$ cat config.mk
export PLATFORM = sky130hd
export DESIGN_NAME = axi_lite_to_obi_rr
export DESIGN_NICKNAME = d
export VERILOG_FILES = /design/src/rtl/axi_lite_to_obi_rr.sv
export SDC_FILE = /design/constraint.sdc
export NUM_CORES = 1
export LEC_CHECK = 0
export CAP_MARGIN = 20
export CELL_PAD_IN_SITES_DETAIL_PLACEMENT = 0
export CELL_PAD_IN_SITES_GLOBAL_PLACEMENT = 1
export CORE_ASPECT_RATIO = 0.5
export CORE_MARGIN = 5
export CORE_UTILIZATION = 36
export DETAILED_ROUTE_END_ITERATION = 7
export PLACE_DENSITY = 0.7
export SYNTH_ARGS = -nofsm -noshare
export SYNTH_HDL_FRONTEND = slang
export SYNTH_SLANG_ARGS = --single-unit
$ cat constraint.sdc
create_clock -name clk_i -period 5.7 [get_ports clk_i]
set_input_delay 0.855 -clock clk_i [delete_from_list [all_inputs] [get_ports clk_i]]
set_output_delay 0.855 -clock clk_i [all_outputs]
set_load 0.01 [all_outputs]
$ cat src/rtl/axi_lite_to_obi_rr.sv
// axi_lite_to_obi_rr
// AXI4-Lite subordinate to single OBI manager bridge. It holds one A-phase
// request at a time and arbitrates read against write, either round-robin or
// with reads always winning. A credit counter bounds the number of accepted but
// unretired transactions to MaxTrans, so OBI responses, which cannot be stalled,
// always fit the response FIFO even while R or B is back-pressured.
//
// Ports:
//   clk_i, rst_i                    clock, synchronous active-high reset
//   aw_*, w_*, b_*                  AXI4-Lite write address / data / response
//   ar_*, r_*                       AXI4-Lite read address / data
//   obi_req_o, obi_gnt_i            OBI A-phase handshake
//   obi_addr/we/be/wdata_o          OBI A-phase payload
//   obi_rvalid/rdata/err_i          OBI R-phase
//   busy_o                          any transaction held, in flight or buffered
module axi_lite_to_obi_rr #(
    parameter int unsigned AddrWidth = 32,
    parameter int unsigned DataWidth = 32,
    parameter int unsigned MaxTrans  = 4,
    parameter bit          ReadPrio  = 1'b0
) (
    input  logic                   clk_i,
    input  logic                   rst_i,
    input  logic [AddrWidth-1:0]   aw_addr_i,
    input  logic                   aw_valid_i,
    output logic                   aw_ready_o,
    input  logic [DataWidth-1:0]   w_data_i,
    input  logic [DataWidth/8-1:0] w_strb_i,
    input  logic                   w_valid_i,
    output logic                   w_ready_o,
    output logic [1:0]             b_resp_o,
    output logic                   b_valid_o,
    input  logic                   b_ready_i,
    input  logic [AddrWidth-1:0]   ar_addr_i,
    input  logic                   ar_valid_i,
    output logic                   ar_ready_o,
    output logic [DataWidth-1:0]   r_data_o,
    output logic [1:0]             r_resp_o,
    output logic                   r_valid_o,
    input  logic                   r_ready_i,
    output logic                   obi_req_o,
    input  logic                   obi_gnt_i,
    output logic [AddrWidth-1:0]   obi_addr_o,
    output logic                   obi_we_o,
    output logic [DataWidth/8-1:0] obi_be_o,
    output logic [DataWidth-1:0]   obi_wdata_o,
    input  logic                   obi_rvalid_i,
    input  logic [DataWidth-1:0]   obi_rdata_i,
    input  logic                   obi_err_i,
    output logic                   busy_o
);

    localparam int unsigned StrbWidth = DataWidth / 8;
    localparam int unsigned PtrW      = (MaxTrans > 1) ? $clog2(MaxTrans) : 1;
    localparam int unsigned CntW      = $clog2(MaxTrans + 1);
    localparam int unsigned RespW     = DataWidth + 2;
    localparam logic [CntW-1:0] MaxCnt  = CntW'(MaxTrans);
    localparam logic [PtrW-1:0] LastPtr = PtrW'(MaxTrans - 1);

    typedef enum logic {S_IDLE, S_REQ} state_t;

    state_t                r_state;
    state_t                w_state_nxt;
    logic [CntW-1:0]       r_cnt;
    logic                  r_last_wr;
    logic                  r_armed;

    logic [AddrWidth-1:0]  r_addr;
    logic                  r_we;
    logic [StrbWidth-1:0]  r_be;
    logic [DataWidth-1:0]  r_wdata;

    logic                  r_tag_mem [MaxTrans];
    logic [PtrW-1:0]       r_tag_wp, r_tag_rp;
    logic [CntW-1:0]       r_tag_cnt;

    logic [RespW-1:0]      r_rsp_mem [MaxTrans];
    logic [PtrW-1:0]       r_rsp_wp, r_rsp_rp;
    logic [CntW-1:0]       r_rsp_cnt;

    logic w_can_acc, w_wr_cand, w_rd_cand, w_rd_wins;
    logic w_acc_rd, w_acc_wr, w_acc, w_gnt_hs;
    logic w_tag_empty, w_tag_pop, w_rsp_vld, w_r_vld, w_b_vld, w_retire;
    logic [RespW-1:0] w_rsp_head;

    function automatic logic [PtrW-1:0] ptr_inc(input logic [PtrW-1:0] p);
        return (p == LastPtr) ? '0 : p + 1'b1;
    endfunction

    // Accept needs a credit and a free slot; the slot also frees up in the
    // same cycle the held request is granted, which sustains one per cycle.
    assign w_can_acc = !rst_i && (r_cnt < MaxCnt) && ((r_state == S_IDLE) || obi_gnt_i);
    assign w_wr_cand = aw_valid_i && w_valid_i;
    assign w_rd_cand = ar_valid_i;
    // On conflict the read wins if reads have priority or the last accept was a write.
    assign w_rd_wins = ReadPrio || r_last_wr;
    assign w_acc_rd  = w_can_acc && w_rd_cand && (!w_wr_cand || w_rd_wins);
    assign w_acc_wr  = w_can_acc && w_wr_cand && (!w_rd_cand || !w_rd_wins);
    assign w_acc     = w_acc_rd || w_acc_wr;
    assign w_gnt_hs  = (r_state == S_REQ) && obi_gnt_i;

    assign w_tag_empty = (r_tag_cnt == '0);
    assign w_tag_pop   = obi_rvalid_i && !w_tag_empty;
    assign w_rsp_vld   = (r_rsp_cnt != '0);
    assign w_rsp_head  = r_rsp_mem[r_rsp_rp];
    assign w_r_vld     = w_rsp_vld && !w_rsp_head[RespW-1];
    assign w_b_vld     = w_rsp_vld &&  w_rsp_head[RespW-1];
    assign w_retire    = (w_r_vld && r_ready_i) || (w_b_vld && b_ready_i);

    // Slot state register and control counters
    always_ff @(posedge clk_i) begin
        if (rst_i) begin
            r_state   <= S_IDLE;
            r_cnt     <= '0;
            r_last_wr <= 1'b1;
            r_armed   <= 1'b0;
            r_tag_wp  <= '0;
            r_tag_rp  <= '0;
            r_tag_cnt <= '0;
            r_rsp_wp  <= '0;
            r_rsp_rp  <= '0;
            r_rsp_cnt <= '0;
        end else begin
            r_state <= w_state_nxt;
            if (w_acc) r_last_wr <= w_acc_wr;
            if (w_gnt_hs) r_armed <= 1'b1;

            case ({w_acc, w_retire})
                2'b10:   r_cnt <= r_cnt + 1'b1;
                2'b01:   r_cnt <= r_cnt - 1'b1;
                default: r_cnt <= r_cnt;
            endcase

            if (w_gnt_hs)  r_tag_wp <= ptr_inc(r_tag_wp);
            if (w_tag_pop) r_tag_rp <= ptr_inc(r_tag_rp);
            case ({w_gnt_hs, w_tag_pop})
                2'b10:   r_tag_cnt <= r_tag_cnt + 1'b1;
                2'b01:   r_tag_cnt <= r_tag_cnt - 1'b1;
                default: r_tag_cnt <= r_tag_cnt;
            endcase

            if (w_tag_pop) r_rsp_wp <= ptr_inc(r_rsp_wp);
            if (w_retire)  r_rsp_rp <= ptr_inc(r_rsp_rp);
            case ({w_tag_pop, w_retire})
                2'b10:   r_rsp_cnt <= r_rsp_cnt + 1'b1;
                2'b01:   r_rsp_cnt <= r_rsp_cnt - 1'b1;
                default: r_rsp_cnt <= r_rsp_cnt;
            endcase
        end
    end

    // Payload and FIFO storage; validity is tracked by the control state above
    always_ff @(posedge clk_i) begin
        if (w_acc) begin
            r_addr  <= w_acc_rd ? ar_addr_i : aw_addr_i;
            r_we    <= w_acc_wr;
            r_be    <= w_acc_wr ? w_strb_i : '1;
            r_wdata <= w_acc_wr ? w_data_i : '0;
        end
        if (w_gnt_hs)  r_tag_mem[r_tag_wp] <= r_we;
        if (w_tag_pop) r_rsp_mem[r_rsp_wp] <= {r_tag_mem[r_tag_rp], obi_rdata_i, obi_err_i};
    end

    always_comb begin
        w_state_nxt = r_state;
        if (w_acc)         w_state_nxt = S_REQ;
        else if (w_gnt_hs) w_state_nxt = S_IDLE;
    end

    // Payload and response data are masked so every output is zero when idle.
    always_comb begin
        obi_req_o   = (r_state == S_REQ);
        obi_addr_o  = obi_req_o ? r_addr  : '0;
        obi_we_o    = obi_req_o && r_we;
        obi_be_o    = obi_req_o ? r_be    : '0;
        obi_wdata_o = obi_req_o ? r_wdata : '0;
        ar_ready_o  = w_acc_rd;
        aw_ready_o  = w_acc_wr;
        w_ready_o   = w_acc_wr;
        r_valid_o   = w_r_vld;
        b_valid_o   = w_b_vld;
        r_data_o    = w_r_vld ? w_rsp_head[DataWidth:1] : '0;
        r_resp_o    = (w_r_vld && w_rsp_head[0]) ? 2'b10 : 2'b00;
        b_resp_o    = (w_b_vld && w_rsp_head[0]) ? 2'b10 : 2'b00;
        busy_o      = (r_state == S_REQ) || (r_cnt != '0);
    end

    // Until the first grant after reset, stray responses may belong to
    // requests issued before reset; they are dropped without complaint.
    always_ff @(posedge clk_i) begin
        if (!rst_i && r_armed && obi_rvalid_i) begin
            assert (!w_tag_empty)
                else $error("obi_rvalid_i with no outstanding OBI request");
        end
    end

endmodule
* After elaboration in Yosys (flattened, before gate mapping)
Memory sizes are Yosys's and may differ from the RTL's. A register that Yosys moved wholly into a read port is not among the register bits.
Cells that the tools add are included.
** Storage, ports and cells
- Memories kept :: 2
- Flip-flop bits (word level) :: 88
- Input bits :: 142
- RAM bits :: 140
** Cells by class
- Mux-type cells :: 24
- $lt $le $gt $ge :: 1
- Reduce and logical (&&, ||, !) cells :: 35
- Equality and inequality tests :: 10
- Bitwise logic cells :: 1
- Add/sub/neg operators :: 10
** Memories
- r_rsp_mem :: words 4, width 34, read ports 1, clocked after Yosys merged registers in 1, write ports 1, line 77 : logic [RespW-1:0] r_rsp_mem [MaxTrans];
- r_tag_mem :: words 4, width 1, read ports 1, clocked after Yosys merged registers in 1, write ports 1, line 73 : logic r_tag_mem [MaxTrans];
** Operators by type and width (count)
- two-way mux 32 bit :: 4
- two-way mux 2 bit :: 10
- one-hot mux 3 bit (2 select lines) :: 3
- logical AND 1 bit :: 16
- equality test 2 bit, second input constant :: 7
- adder 3 x 1 -> 3 bit, second input constant :: 3
- subtractor 3 x 1 -> 3 bit, second input constant :: 3
- adder 2 x 1 -> 2 bit, second input constant :: 4
- nonzero test 2 bit :: 4
- equality test 2 x 1 -> 1 bit, second input constant :: 3
- zero test 1 bit :: 6
- logical OR 1 bit :: 6
- two-way mux 1 bit :: 6
- nonzero test 3 bit :: 2
- two-way mux 4 bit :: 1
- zero test 3 bit :: 1
- less-than comparator 3 bit, second input constant :: 1
- NOT 1 bit :: 1

* Longest topological paths before layout
Gate-level depths: netlist of the first run.
- Word-level depth :: 8
- Depth in mapped cells :: 9

* Worst setup path after synthesis of the first run
OpenSTA, ideal clock, no wires.
- Path type :: in2reg
- Start point :: input port rst_i
- End point :: register r_addr[0], enable pin
- Arrival time :: 2537 ps
- Slack :: 2740 ps
- Data required time :: 5277 ps
- Path buffers :: 0
- Stages on the path :: 3
- Setup time :: 423 ps
- Path through :: nor2_1 o211ai_1 inv_1
** Between the ends
- Word-level cells in the longest chain between the ends :: 6
- Elaborated cells between the ends (all ways) :: 8
- Those cells by class :: 8 x reduce/logical
** RTL lines
- start: declaration :: line 23 : input logic rst_i,
- zero test 1 bit *
- logical AND 1 bit * (2 in series) :: line 92 : assign w_can_acc = !rst_i && (r_cnt < MaxCnt) && ((r_state == S_IDLE) || obi_gnt_i);
- logical AND 1 bit, on equally long branches (2 in series) :: line 97, 98
- logical OR 1 bit * :: line 99 : assign w_acc = w_acc_rd || w_acc_wr;
- net w_acc :: line 82 : logic w_acc_rd, w_acc_wr, w_acc, w_gnt_hs;
- end signal: assignment :: line 155 : r_addr <= w_acc_rd ? ar_addr_i : aw_addr_i;
- end: declaration :: line 68 : logic [AddrWidth-1:0] r_addr;
The timed path passes the listed nets; every way through them passes the cells marked *.
A chain may end at the register's enable or synchronous reset.

* Final worst setup path of the first run
- Start point :: input port rst_i
- End point :: output port ar_ready_o
** Between the ends
- Word-level cells in the longest chain between the ends :: 5
** RTL lines
- zero test 1 bit
- logical AND 1 bit (2 in series) :: line 92
- logical AND 1 bit (2 in series) :: line 97 : assign w_acc_rd = w_can_acc && w_rd_cand && (!w_wr_cand || w_rd_wins);
- end: declaration :: line 36 : output logic ar_ready_o,
Every way passes these cells.

==> out/metrics.csv, run 1 <==
metric,value,unit
number of post-CTS setup repair buffers,0,
Area contributors post-synth,"edfxtp_1 (64%), mux4_2 (8.0%), and2_1 (6.8%)",
Slew headroom,34.7,%
"flops & latches, synth",232,
first-pass GRT wire length,33600,um
r2r setup slk,3.04,ns
Layout Cells excl Fill,1204,
fin crit share,65.6,%
Unique masters post-synth,38,
WP data required,4.85,ns
commonest cells in the synthesized netlist,"edfxtp_1 (209), and2_1 (107), mux4_2 (35), mux2_2 (32), dfxtp_1 (23)",
GR Util All Layers,13.8,%
placed cells,1164,
initial antenna violation count,0,
GPL Wtd Cong,0.754,
row count,42,
HP Start,r_tag_rp[1]$_SDFFE_PP0P_,
diode count,0,
die area,30900,sq um
drt pass-1 iters,4,
die width,244,um
Routed WL,21600,um
CTS sink count,232,
Yosys top cell area share,63.9,%
Mapped Avg Cell Area,16.8,sq um
reg2reg end,r_cnt[2]$_SDFFE_PP0P_,
skew final,0.0115,ns
RSZ-0062 raised after global routing,no,
Syn-to-layout area delta,36.5,%
Leak Pwr,4.50,nW
min Tclk post-route,3.74,ns
number of CTS-inserted buffers,22,
internal power,3.33,mW
CP Data Arrival Time,2.89,ns
num ports,254,
Hold Fails Final Rpt,0,
share of cells above drive strength 1,17.4,%
Final ANT Viol Nets,0,
CTS Hold Buffers Added,0,
register area share after synthesis,68.6,%
Net Sw Frac,24.3,%
Vert. Die Dim,127,um
share of flip-flops with an asynchronous set or reset,0,%
Most used DFF post-synth,edfxtp_1,
clock share of power,33.6,%
H-tree levels,1,
status,"finished, final reports clean",
Comb pwr share,20.3,%
CTS tree,built,
hold depth,2,
insertion delay to the later sink of the worst-skew pair,0.52,ns
crit path kind,in2out,
Setup crit end kind,output pin,
CP Cell Sequence,clkdlybuf4s50_1 > buf_4 > nor2_1 > o2111ai_4 > buf_4 > inv_1 > clkdlybuf4s50_1,
Critical Path Start Type,input port,
CP max stage delay,0.54,ns
total vias in the final route,5469,
Via density,4.54,
Synth area leader,edfxtp_1,
Psw,1.07,mW
grt ovf,0,
Port-buffer cells,251,
YS warnings,0,
Post-DP HPWL,14700,um
Pwr Density,329,nW/um^2
Critical Path Slowest Stage Cell,clkdlybuf4s50_1,
largest net degree at the start of global routing,78,
RR Startpoint,r_rsp_mem[3][33]$_DFFE_PP_,
Core Area,26600,sq um
peak supply drop,0.154,mV
Post-synth EDFFs,209,
HP Class,reg2reg,
max cap viols,0,
Post-Syn Area,9820,sq um
Slew @ Worst Pin,0.979,ns
sequential power share,46.2,%
"critical path fanouts, max",33,
Final #Nets,994,
wire per inst,18.0,um
fmax,0.267,GHz
top-count cell post-synth,edfxtp_1,
Setup TNS Final,0,ns
worst r2r path cells,8,
Slew Limit Fails,0,
"Reg clk slew, reported paths",0.06,ns
CTS Root Cell,clkbuf_16,
DRT iter0 DRCs,258,
DRC Markers,0,
CTS resizes,0,
initial core utilization,36.8,%
vias in the first global route,5922,
# setup viols final,0,
Syn Inst Count,583,
clock buffer depth,3,
==> cells by family after synthesis <==
group | Yosys count | synth area share, %
buffers and inverters | 49 | 2.54
AOI/OAI and AO/OA | 21 | 1.25
xor gates and xnor gates | 6 | 0.535
other | 1 | 0.0382
and+or+nand+nor | 187 | 12.6
DFF | 232 | 68.6
muxes | 71 | 12.2
adders and majority gates | 16 | 2.27
==> worst max path at each step <==
stage                                     from                   to  slack [ns]  cells past startpoint
finish                                   rst_i           ar_ready_o        1.96                      7
global route                             rst_i           ar_ready_o        1.81                      7
CTS                 r_rsp_mem[3][33]$_DFFE_PP_         r_data_o[29]        1.94                      5
detailed placement                       rst_i           ar_ready_o        1.95                      7
global placement                         rst_i           ar_ready_o        2.00                      7
floorplan                                rst_i  r_addr[0]$_DFFE_PP_        2.74                      3
==> cell type report <==
type | count | area [sq um]
repair buffers | 260 | 2580
clock buffers | 25 | 562
fillers | 2264 | 13200
clock inverters | 15 | 158
flip-flops and latches | 232 | 6740
inverters | 17 | 63.8
multi-input cells | 303 | 2860
well taps | 352 | 440
==> through the flow <==
| step | setup slack (ns) | power [mW] | utilization, % | hold slack, ns | area [sq um] |
|---|---|---|---|---|---|
| 2_1_floorplan | 2.74 | 2.61 | - | 0.454 | 9820 |
| 3_3_place_gp | 2.00 | 2.97 | 47.6 | 0.475 | 12700 |
| 3_5_place_dp | 1.95 | 2.99 | 47.6 | 0.485 | 12700 |
| 4_1_cts | 1.94 | 4.48 | 50.3 | 0.480 | 13400 |
| 5_1_grt | 1.81 | 4.62 | 50.3 | 0.508 | 13400 |
| 6_report | 1.96 | 4.40 | 50.3 | 0.475 | 13400 |
==> power groups by stage <==
| stage | Sequential [mW] | Clock, mW | Combinational, mW |
|---|---|---|---|
| 6_report | 2.03 | 1.48 | 0.892 |
| 5_1_grt | 2.04 | 1.60 | 0.979 |
| 4_1_cts | 2.03 | 1.52 | 0.921 |
| 3_5_place_dp | 2.07 | 0 | 0.916 |
| 3_3_place_gp | 2.06 | 0 | 0.910 |
| 2_1_floorplan | 2.06 | 0 | 0.554 |
==> critical path: cells and delay by family <==
kind                   cells  cell delay [ns]
AOI/OAI and AO/OA          1             0.16
buffers and inverters      5             1.54
and+or+nand+nor            1             0.32
==> cells in the final DEF, fill, tap and decap left out, types with 3 or more instances in the layout <==
master	synthesis	routed
clkdlybuf4s50_1	0	251
edfxtp_1	209	209
and2_1	107	103
mux4_2	35	35
mux2_2	32	32
clkbuf_16	0	22
dfxtp_1	23	20
nor2b_2	19	19
inv_1	17	16
ha_1	13	13
nor2_1	12	12
a21oi_1	12	12
nand2_1	10	10
nor2b_4	10	10
buf_4	3	9
nand2b_1	7	7
nor2b_1	6	6
xor2_1	6	6
or3_1	5	5
clkinv_1	0	5
clkinv_2	0	5
and2_2	0	4
and3_1	4	4
o31ai_1	3	3
o21ai_0	3	3
fa_1	3	3
dfxtp_2	0	3
clkbuf_1	17	3
bufinv_16	0	3
==> metal layers <==
layer	part of all wire (%)	global-route usage, %	routed length (um)	up-vias
li1	-	-	-	2635
met1	40	16.2	8660	2707
met2	53	25.6	11600	101
met3	4.9	3.85	1070	26
met4	1.6	2.72	342	0
met5	0	0	0	-
==> registers in the layout, indices dropped and copies added (netlist names), 3 cells and up, named ones only <==
name       cells
r_tag_mem      4
r_be           4
r_rsp_cnt      3
r_cnt          3
r_addr        32
r_tag_cnt      3
r_rsp_mem    136
r_wdata       32
(Power assumes the default switching activity.)
==> inputs of run 2 (changes only) <==
--- a/config.mk
+++ b/config.mk
@@ -12,7 +12,7 @@
 export CORE_MARGIN = 5
 export CORE_UTILIZATION = 36
 export DETAILED_ROUTE_END_ITERATION = 7
-export PLACE_DENSITY = 0.7
+export PLACE_DENSITY = 0.73
 export SYNTH_ARGS = -nofsm -noshare
 export SYNTH_HDL_FRONTEND = slang
 export SYNTH_SLANG_ARGS = --single-unit
==> constraint.sdc (replaced) <==
create_clock -name clk_i -period 3.15 [get_ports clk_i]
set_input_delay 0.4725 -clock clk_i [delete_from_list [all_inputs] [get_ports clk_i]]
set_output_delay 0.4725 -clock clk_i [all_outputs]
set_load 0.01 [all_outputs]
==> run 2 against run 1 <==
Critical endpoint is now r_data_o[27]; final cell count rose by 1.2%; largest power group unchanged; clock skew decreased by 0.0021 ns; clock-buffer cell count grew 1.
==> out/metrics.csv, run 2 (synthesized netlist as in run 1, its figures left out) <==
metric,value,unit,change
status,"finished, final reports clean",,
total vias in the final route,5674,,+3.7%
r2r setup slk,0.42,ns,-2.62 ns
drt pass-1 iters,4,,unchanged
"Most flops, register",r_rsp_mem,,
hold depth,2,,unchanged
first-pass GRT wire length,34700,um,+3.3%
HP Start,r_tag_cnt[2]$_SDFFE_PP0P_,,
Psw,1.94,mW,+81%
internal power,5.93,mW,+78%
insertion delay to the later sink of the worst-skew pair,0.51,ns,about the same
Setup crit end kind,output pin,,
clock share of power,31.5,%,-2.1 points
largest net degree at the start of global routing,78,,unchanged
skew final,0.00941,ns,-0.00206 ns
vias in the first global route,6166,,+4.1%
Overall Power,7.86,mW,+79%
Critical Path Start Type,flop,,
Hold Fails Final Rpt,0,,unchanged
min Tclk post-route,3.05,ns,
Pwr Density,583,nW/um^2,+78%
CP Data Arrival Time,2.58,ns,-0.31 ns
HP Class,reg2reg,,
peak supply drop,0.320,mV,+110%
CTS Hold Buffers Added,0,,unchanged
worst hold endpoint,r_tag_cnt[2]$_SDFFE_PP0P_,,
wire per inst,18.2,um,+1.2%
DRT iter0 DRCs,219,,-15%
"Reg clk slew, reported paths",0.06,ns,about the same
Leak Pwr,4.54,nW,+0.95%
Placement Cell Area,12800,sq um,+0.59%
setup ws final,0.0990,ns,-1.86 ns
Critical Path Slowest Stage Cell,clkdlybuf4s50_1,,
CTS tree,built,,
Crit path max-delay family,buffers and inverters,,
Slew @ Worst Pin,0.606,ns,-0.373 ns
Slew Limit Fails,0,,unchanged
Final ANT Viol Nets,0,,unchanged
top flop regs,"r_rsp_mem x136, r_addr x32, r_wdata x32",,
share of cells above drive strength 1,18.1,%,+0.71 points
CP Buf/Inv Count,2,,-3
Comb pwr share,21.7,%,+1.4 points
GPL Wtd Cong,0.748,,-0.70%
Slew headroom,59.6,%,+25 points
DRC Markers,0,,unchanged
row count,42,,unchanged
"most common cell after layout, fill and taps aside",clkdlybuf4s50_1,,
grt ovf,0,,unchanged
Syn-to-layout area delta,37.4,%,
"critical path fanouts, max",17,,-48%
WP data required,2.68,ns,-2.17 ns
die area,30900,sq um,unchanged
# setup viols final,0,,unchanged
Routed WL,22100,um,+2.3%
Layout Cells excl Fill,1218,,+1.2%
sequential power share,46.8,%,+0.6 points
worst r2r path cells,9,,+1
post-place setup slack,0.290,ns,-1.66 ns
placed cells,1169,,+0.43%
initial core utilization,36.8,%,unchanged
most frequent cells in the layout,"clkdlybuf4s50_1 (251), edfxtp_1 (209), and2_1 (103)",,
Vert. Die Dim,127,um,unchanged
CP Cell Sequence,mux4_2 > or2_4 > buf_12 > nor2b_1 > clkdlybuf4s50_1,,
fmax,0.328,GHz,
H-tree levels,1,,unchanged
reg2reg end,r_cnt[2]$_SDFFE_PP0P_,,
GR Util All Layers,14.1,%,+0.32 points
Core Area,26600,sq um,unchanged
CP max stage delay,0.56,ns,+0.02 ns
number of CTS-inserted buffers,22,,unchanged
die width,244,um,unchanged
Post-DP HPWL,15100,um,+2.8%
Final #Nets,1006,,+1.2%
Net Sw Frac,24.6,%,+0.33 points
crit path kind,reg2out,,
max cap viols,0,,unchanged
# fillers,2253,,-0.49%
CTS Root Cell,clkbuf_16,,
Port-buffer cells,251,,unchanged
fin crit share,96.9,%,
final instance area,13500,sq um,+0.63%
RSZ-0062 raised after global routing,no,,
clock buffer depth,3,,unchanged
num ports,254,,unchanged
max reg flops,136,,unchanged
initial antenna violation count,3,,+3
Via density,4.66,,+2.6%
CTS sink count,232,,unchanged
## run 2: cell type report
class	count	area [sq um]	area share, %
Clock buffer	26	566	4.19
Antenna cell	3	7.51	0.0557
Sequential cell	232	6740	50.0
Clock inverter	13	96.3	0.714
Inverter	17	63.8	0.473
Tap cell	352	440	3.27
Timing Repair Buffer	272	2710	20.1
Multi-Input combinational cell	303	2860	21.2
## run 2: worst max-delay path by stage
stage	depth (start not counted)	startpoint	to	slack [ns]
after detailed placement	9	obi_gnt_i	r_cnt[2]$_SDFFE_PP0P_	0.29
after CTS	5	flop	r_data_o[27]	-0.004
after floorplan	3	rst_i	r_addr[0]$_DFFE_PP_	0.57
after global routing	5	flop	r_data_o[26]	0.004
final	5	flop	r_data_o[27]	0.1
after global placement	9	obi_gnt_i	r_cnt[2]$_SDFFE_PP0P_	0.35
## run 2: per-layer routing
metal | global-route usage, % | wire length, um
met5 | 0 | 0
met4 | 3.22 | 397
met3 | 3.72 | 1140
met2 | 26.1 | 11800
met1 | 16.7 | 8790
## run 2: repair_timing
action | 4_1_cts | 5_1_grt
setup endpoints to repair | 35 | 27
setup buffers | 0 | 6
resized for setup | 2 | 1
pin swaps | 0 | 1
## run 2: through the flow
step / util (%) / hold WS [ns] / setup TNS (ns)
floorplan: - / 0.454 / 0
global placement: 47.9 / 0.462 / 0
detailed placement: 47.9 / 0.485 / 0
CTS: 50.4 / 0.493 / -0.00419
global route: 50.6 / 0.538 / 0
finish: 50.6 / 0.489 / 0
## run 2: power by group through the flow
stage	Combinational [mW]	Clock [mW]	Sequential (mW)
finish	1.71	2.48	3.68
floorplan	1.00	0	3.73
global placement	1.69	0	3.73
global route	1.86	2.70	3.69
detailed placement	1.70	0	3.74
CTS	1.72	2.57	3.68
## run 2: tightest hold or removal path: cells and delay by family (launching register included)
| family | cells | cell delay, ns |
|---|---|---|
| AO/OA/AOI/OAI | 2 | 0.13 |
| flip-flops | 1 | 0.32 |
